File: src/rtl/uart_rx_if.sv
// Consumer-side bundle of the UART receiver: held byte, valid/ready handshake
// and the one-clock error pulses.
interface uart_rx_if #(
    parameter int DATA_BITS = 8
);
    logic [DATA_BITS-1:0] rx_data;
    logic                 rx_valid;
    logic                 rx_ready;
    logic                 frame_err;
    logic                 parity_err;
    logic                 overrun_err;

    modport master (
        output rx_data, rx_valid, frame_err, parity_err, overrun_err,
        input  rx_ready
    );

    modport slave (
        input  rx_data, rx_valid, frame_err, parity_err, overrun_err,
        output rx_ready
    );
endinterface

File: src/rtl/uart_rx.sv
// UART receiver: 16x oversampling on the baud generator's tick, mid-bit sampling,
// optional parity, stop-bit check and a one-entry valid/ready holding register.
module uart_rx #(
    parameter int DATA_BITS  = 8,
    parameter int PARITY_EN  = 0,
    parameter int PARITY_ODD = 0
) (
    input  logic      clk,
    input  logic      reset_n,
    input  logic      tick_16x,
    input  logic      rx,
    uart_rx_if.master bus
);
    localparam int               IDX_W    = $clog2(DATA_BITS);
    localparam logic [IDX_W-1:0] LAST_IDX = IDX_W'(DATA_BITS - 1);
    localparam logic             ODD      = (PARITY_ODD != 0);

    typedef enum logic [2:0] {
        ST_IDLE, ST_START, ST_DATA, ST_PARITY, ST_STOP, ST_BREAK
    } state_t;

    state_t               state_q, state_d;
    logic [3:0]           cnt_q, cnt_d;
    logic [IDX_W-1:0]     bit_idx_q, bit_idx_d;
    logic [DATA_BITS-1:0] shreg_q, shreg_d;
    logic                 par_bad_q, par_bad_d;
    logic [DATA_BITS-1:0] data_q, data_d;
    logic                 valid_q, valid_d;
    logic                 frame_err_q, frame_err_d;
    logic                 parity_err_q, parity_err_d;
    logic                 overrun_err_q, overrun_err_d;
    logic                 rx_meta, rx_s;

    // Synchroniser resets to the idle line level so reset release never looks like a start bit.
    always_ff @(posedge clk or negedge reset_n) begin
        if (!reset_n) begin
            rx_meta <= 1'b1;
            rx_s    <= 1'b1;
        end else begin
            // NOTE: non-blocking assignments keep every flop sampling pre-edge values.
            rx_meta <= rx;
            rx_s    <= rx_meta;
        end
    end

    always_ff @(posedge clk or negedge reset_n) begin
        if (!reset_n) begin
            state_q       <= ST_IDLE;
            cnt_q         <= '0;
            bit_idx_q     <= '0;
            shreg_q       <= '0;
            par_bad_q     <= 1'b0;
            data_q        <= '0;
            valid_q       <= 1'b0;
            frame_err_q   <= 1'b0;
            parity_err_q  <= 1'b0;
            overrun_err_q <= 1'b0;
        end else begin
            state_q       <= state_d;
            cnt_q         <= cnt_d;
            bit_idx_q     <= bit_idx_d;
            shreg_q       <= shreg_d;
            par_bad_q     <= par_bad_d;
            data_q        <= data_d;
            valid_q       <= valid_d;
            frame_err_q   <= frame_err_d;
            parity_err_q  <= parity_err_d;
            overrun_err_q <= overrun_err_d;
        end
    end

    always_comb begin
        // NOTE: every output of this block gets a default first, so no path infers a latch.
        state_d       = state_q;
        cnt_d         = cnt_q;
        bit_idx_d     = bit_idx_q;
        shreg_d       = shreg_q;
        par_bad_d     = par_bad_q;
        data_d        = data_q;
        valid_d       = valid_q;
        frame_err_d   = 1'b0;
        parity_err_d  = 1'b0;
        overrun_err_d = 1'b0;

        // An accept is applied before a frame resolves, so a same-clock accept frees the slot.
        if (valid_q && bus.rx_ready) valid_d = 1'b0;

        if (tick_16x) begin
            cnt_d = cnt_q + 4'd1;
            unique case (state_q)
                ST_IDLE: begin
                    cnt_d = '0;
                    if (!rx_s) state_d = ST_START;
                end
                ST_START: begin
                    if (cnt_q == 4'd7) begin
                        cnt_d     = '0;
                        bit_idx_d = '0;
                        par_bad_d = 1'b0;
                        state_d   = rx_s ? ST_IDLE : ST_DATA;
                    end
                end
                ST_DATA: begin
                    if (cnt_q == 4'd15) begin
                        shreg_d[bit_idx_q] = rx_s;
                        if (bit_idx_q == LAST_IDX)
                            state_d = (PARITY_EN != 0) ? ST_PARITY : ST_STOP;
                        else
                            bit_idx_d = bit_idx_q + 1'b1;
                    end
                end
                ST_PARITY: begin
                    if (cnt_q == 4'd15) begin
                        par_bad_d = ((^shreg_q) ^ rx_s) != ODD;
                        state_d   = ST_STOP;
                    end
                end
                ST_STOP: begin
                    if (cnt_q == 4'd15) begin
                        if (!rx_s) begin
                            frame_err_d = 1'b1;
                            state_d     = ST_BREAK;
                        end else begin
                            state_d = ST_IDLE;
                            if (par_bad_q) begin
                                parity_err_d = 1'b1;
                            end else if (!valid_d) begin
                                data_d  = shreg_q;
                                valid_d = 1'b1;
                            end else begin
                                overrun_err_d = 1'b1;
                            end
                        end
                    end
                end
                ST_BREAK: begin
                    if (rx_s) state_d = ST_IDLE;
                end
                default: state_d = ST_IDLE;
            endcase
        end
    end

    assign bus.rx_data     = data_q;
    assign bus.rx_valid    = valid_q;
    assign bus.frame_err   = frame_err_q;
    assign bus.parity_err  = parity_err_q;
    assign bus.overrun_err = overrun_err_q;
endmodule
File: src/flat_wrapper.sv
// flat-port wrapper written by rule: the top's interface ports become plain ports
module uart_rx_flat 
#(
    parameter int DATA_BITS  = 8,
    parameter int PARITY_EN  = 0,
    parameter int PARITY_ODD = 0
)
  (clk, reset_n, tick_16x, rx, bus_rx_data, bus_rx_valid, bus_frame_err, bus_parity_err, bus_overrun_err, bus_rx_ready);
  uart_rx_if #(.DATA_BITS(DATA_BITS)) bus_i ();
  input  logic clk;
  input  logic reset_n;
  input  logic tick_16x;
  input  logic rx;
  output wire logic [$bits(bus_i.rx_data)-1:0] bus_rx_data;
  output wire logic [$bits(bus_i.rx_valid)-1:0] bus_rx_valid;
  output wire logic [$bits(bus_i.frame_err)-1:0] bus_frame_err;
  output wire logic [$bits(bus_i.parity_err)-1:0] bus_parity_err;
  output wire logic [$bits(bus_i.overrun_err)-1:0] bus_overrun_err;
  input wire logic [$bits(bus_i.rx_ready)-1:0] bus_rx_ready;
  assign bus_rx_data = bus_i.rx_data;
  assign bus_rx_valid = bus_i.rx_valid;
  assign bus_frame_err = bus_i.frame_err;
  assign bus_parity_err = bus_i.parity_err;
  assign bus_overrun_err = bus_i.overrun_err;
  assign bus_i.rx_ready = bus_rx_ready;
  uart_rx #(.DATA_BITS(DATA_BITS), .PARITY_EN(PARITY_EN), .PARITY_ODD(PARITY_ODD)) u_core (.clk(clk), .reset_n(reset_n), .tick_16x(tick_16x), .rx(rx), .bus(bus_i));
endmodule
File: config.mk
export PLATFORM = sky130hd
export DESIGN_NAME = uart_rx_flat
export DESIGN_NICKNAME = d
export VERILOG_FILES = /design/src/rtl/uart_rx_if.sv /design/src/rtl/uart_rx.sv /design/src/flat_wrapper.sv
export SDC_FILE = /design/constraint.sdc
export NUM_CORES = 1
export LEC_CHECK = 0
export BUFFER_PORTS_ARGS = -buffer_cell sky130_fd_sc_hd__clkbuf_2
export CORE_MARGIN = 1.5
export CORE_UTILIZATION = 61
export CTS_CLUSTER_DIAMETER = 40
export CTS_CLUSTER_SIZE = 30
export DETAILED_ROUTE_END_ITERATION = 16
export GPL_TIMING_DRIVEN = 0
export PLACE_DENSITY = 0.79
export SYNTH_ARGS = -nofsm -noshare
export SYNTH_HDL_FRONTEND = slang
export SYNTH_SLANG_ARGS = --single-unit
File: constraint.sdc
create_clock -name clk -period 3.55 [get_ports clk]
set_input_delay 0.1775 -clock clk [delete_from_list [all_inputs] [get_ports clk]]
set_output_delay 0.1775 -clock clk [all_outputs]
set_load 0.1 [all_outputs]
==> results.json <==
{
  "fin_ws_ps": 1530,
  "setup-violations-final": 0,
  "io_pins": 17,
  "cpMaxStageDelayCell": "nor3b_1",
  "syn_to_final_growth_pct": 11.6,
  "core_area_sq_um": 2500,
  "drcViolationCount": 0,
  "cts_buffer_depth": 2,
  "pwr-share-comb_pct": 36.3,
  "synth_nets": 146,
  "port_buffers": 16,
  "rsz0062_at_grt": "false",
  "antenna_cells": 0,
  "critical_path.max_fanout": 5,
  "grt_first_pass_wirelength_mm": 4.84,
  "clk_latency_ps": 340,
  "synth_edf_count": 0,
  "worstPathArrival_ps": 2240,
  "hold_violations": 0,
  "grt_pass1_vias": 1105,
  "path_clk_slew_ps": 100,
  "synth-seq-cells": 33,
  "yosys_warnings": 0,
  "tritoncts": "yes",
  "postSynth.asyncResetShare_pct": 100,
  "vias": 1155,
  "grt_max_degree": 34,
  "hold_class": "input pin to flip-flop",
  "cp-end-kind": "flip-flop",
  "p_clk_share_pct": 16.7,
  "power_switching_w": 0.000433,
  "initial_core_util_pct": 65.4,
  "dpl_worst_slack_ps": 1620,
  "maxSlewHeadroom_pct": 45.9,
  "grt_use_total_pct": 23.7,
  "postSynthCellCount": 138,
  "synth_top_area_share_pct": 47.5,
  "antenna_found_initial": 0,
  "synth_top_area_cell": "dfrtp_1",
  "p_leak_nw": 0.895,
  "num_rows": 18,
  "cts-root-buf": "clkbuf_4",
  "clock_skew_ps": 13.1,
  "ant_nets": 0,
  "finish.utilization_pct": 72.9,
  "synth.avg_cell_area_sq_um": 11.8,
  "synth_cell_types": 41,
  "wl_per_cell_microns": 15.5,
  "wl_mm": 3.01,
  "gp_congestion": 0.810,
  "period_minus_slack_ps": 2020,
  "cap_violations": 0,
  "power_frac_seq_pct": 47.0,
  "fin_nets": 171,
  "initialDrtViolationCount": 26,
  "die_w_microns": 54.8,
  "required_ps": 3770,
  "hold_ws_ps": 138,
  "ir_drop_mv": 0.494,
  "dr.pass1.iters": 4,
  "p_per_area_nw_per_um2": 652,
  "dp_hpwl_mm": 2.09,
  "die_h_microns": 54.8,
  "syn_area_sq_um": 1630,
  "grt.overflow.total": 0,
  "vias_per_cell": 5.95,
  "startpoint_type": "flip-flop",
  "drv_slew": 0,
  "critPathKind": "flip-flop to flip-flop",
  "die-area_sq_um": 3000,
  "outcome": "completed",
  "synth-main-ff-cell": "dfrtp_1",
  "fmax_mhz": 495,
  "clkSinkCount": 33,
  "cpPeakStageDelay_ps": 560,
  "finalSetupTns_ps": 0,
  "ys_seq_area_share_pct": 50.7,
  "fin_crit_sh_pct": 56.9,
  "p_int_w": 0.000755,
  "worst_slew_pin_slew_ps": 812,
  "drive_above_1_share_pct": 31.7,
  "synth.area.top_cells": "dfrtp_1 (47%), mux2_2 (12%), dfstp_2 (3.2%), xnor2_1 (2.7%), ha_1 (2.3%)",
  "htreeDepth": 2,
  "cts_made_buffers": 5,
  "p_total_w": 0.00119,
  "crit_chain": "nor3b_1, nand2_1, nor4_1, mux2_2",
  "switching_share_pct": 36.4
}
[layer usage]
metal	share of wire (%)	up-vias	routed length (microns)	track usage (%)
li1	-	557	-	-
met1	46	555	1370	29.6
met2	46	36	1400	36.1
met3	5.7	7	171	7.10
met4	2.3	0	68	13.8
met5	0	-	0	0
[synth_stat cells (2+ instances only)]
library cell	count
dfrtp_1	31
mux2_2	18
nor2_1	8
nand2_1	7
nand3_1	6
o21ai_0	5
xnor2_1	5
inv_1	4
nand2b_1	4
o2bb2ai_1	4
ha_1	3
nand4_1	3
nor3_1	3
a211o_1	2
a31oi_1	2
and3_2	2
clkbuf_1	2
dfstp_2	2
mux2i_1	2
nand3b_1	2
nor3b_1	2
nor4_1	2
[registers in the layout (all words and copies together), names as in the netlist, 3 cells and up]
register / cells
u_core.shreg_q: 8
u_core.state_q: 3
u_core.cnt_q: 4
u_core.bit_idx_q: 3
u_core.bus.rx_data: 8
[layout by cell type, fill, tap and decap left out, drive strengths merged, types with 2 or more instances in the layout]
cell type    instances
dfrtp               31
clkbuf              24
mux2                19
nor2                 9
nand2                7
nand3                6
o21ai                5
xnor2                5
nand2b               4
inv                  4
o2bb2ai              4
nand4                4
nor3                 3
ha                   3
buf                  3
nor3b                2
nor4                 2
nand3b               2
and3                 2
a31oi                2
mux2i                2
a211o                2
clkinv               2
dlygate4sd3          2
dfstp                2
[worst max-delay path: cells and delay by family (launching register included)]
family / cells / cell delay (ps)
simple gates: 3 / 1060
flops: 1 / 440
mux: 1 / 390
[metrics by stage]
stage / area [sq um] / std cells
after floorplan: 1630 / 138
after global placement: 1750 / 184
after detailed placement: 1750 / 184
after CTS: 1820 / 194
after global routing: 1820 / 194
final: 1820 / 194
[kinds of logic (layout without fill, tap and decap cells)]
kind of cell,Yosys count,in the layout,synth area share [%]
AO/OA/AOI/OAI,19,19,8.58
XOR/XNOR,7,7,4.59
adder cells (fa/ha/maj),3,3,2.30
buffers and inverters,9,35,2.60
flip-flops,33,33,50.7
multiplexers,21,21,14.5
AND/OR/NAND/NOR,46,46,16.7
[layout make-up]
type / instances / area (sq um)
clock inverters: 2 / 10.0
clock buffers: 6 / 41.3
plain buffers: 5 / 27.5
multi-input cells: 96 / 763
repair buffers: 18 / 100
well taps: 30 / 37.5
inverters: 4 / 15.0
flip-flops and latches: 33 / 828
fillers: 188 / 677
[final timing paths]
kind / start / end / depth (start not counted) / slack (ps)
min: bus_rx_ready / u_core.bus.overrun_err / 3 / 140
max: u_core.state_q[0] / u_core.shreg_q[1] / 4 / 1530
min in group asynchronous: reset_n / u_core.cnt_q[0] / 2 / 450
max in group asynchronous: reset_n / u_core.bit_idx_q[2] / 2 / 2580
max reg2reg: u_core.state_q[0] / u_core.shreg_q[1] / 4 / 1530
min reg2reg: u_core.rx_meta / u_core.rx_s / 0 / 360
[power groups by stage]
stage,Combinational [W],Sequential (W),Clock [W]
detailed placement,0.000425,0.000561,0
global placement,0.000406,0.000553,0
floorplan,0.000353,0.000535,0
CTS,0.000430,0.000555,0.000206
global route,0.000481,0.000571,0.000221
finish,0.000432,0.000558,0.000199
[what timing repair did]
action / 4_1_cts / 5_1_grt
resized for setup: 0 / 0
hold buffers: 2 / 0
endpoints found under the hold margin: 32 / 0
setup buffers: 0 / 0
Power figures use the tool's default switching activity.
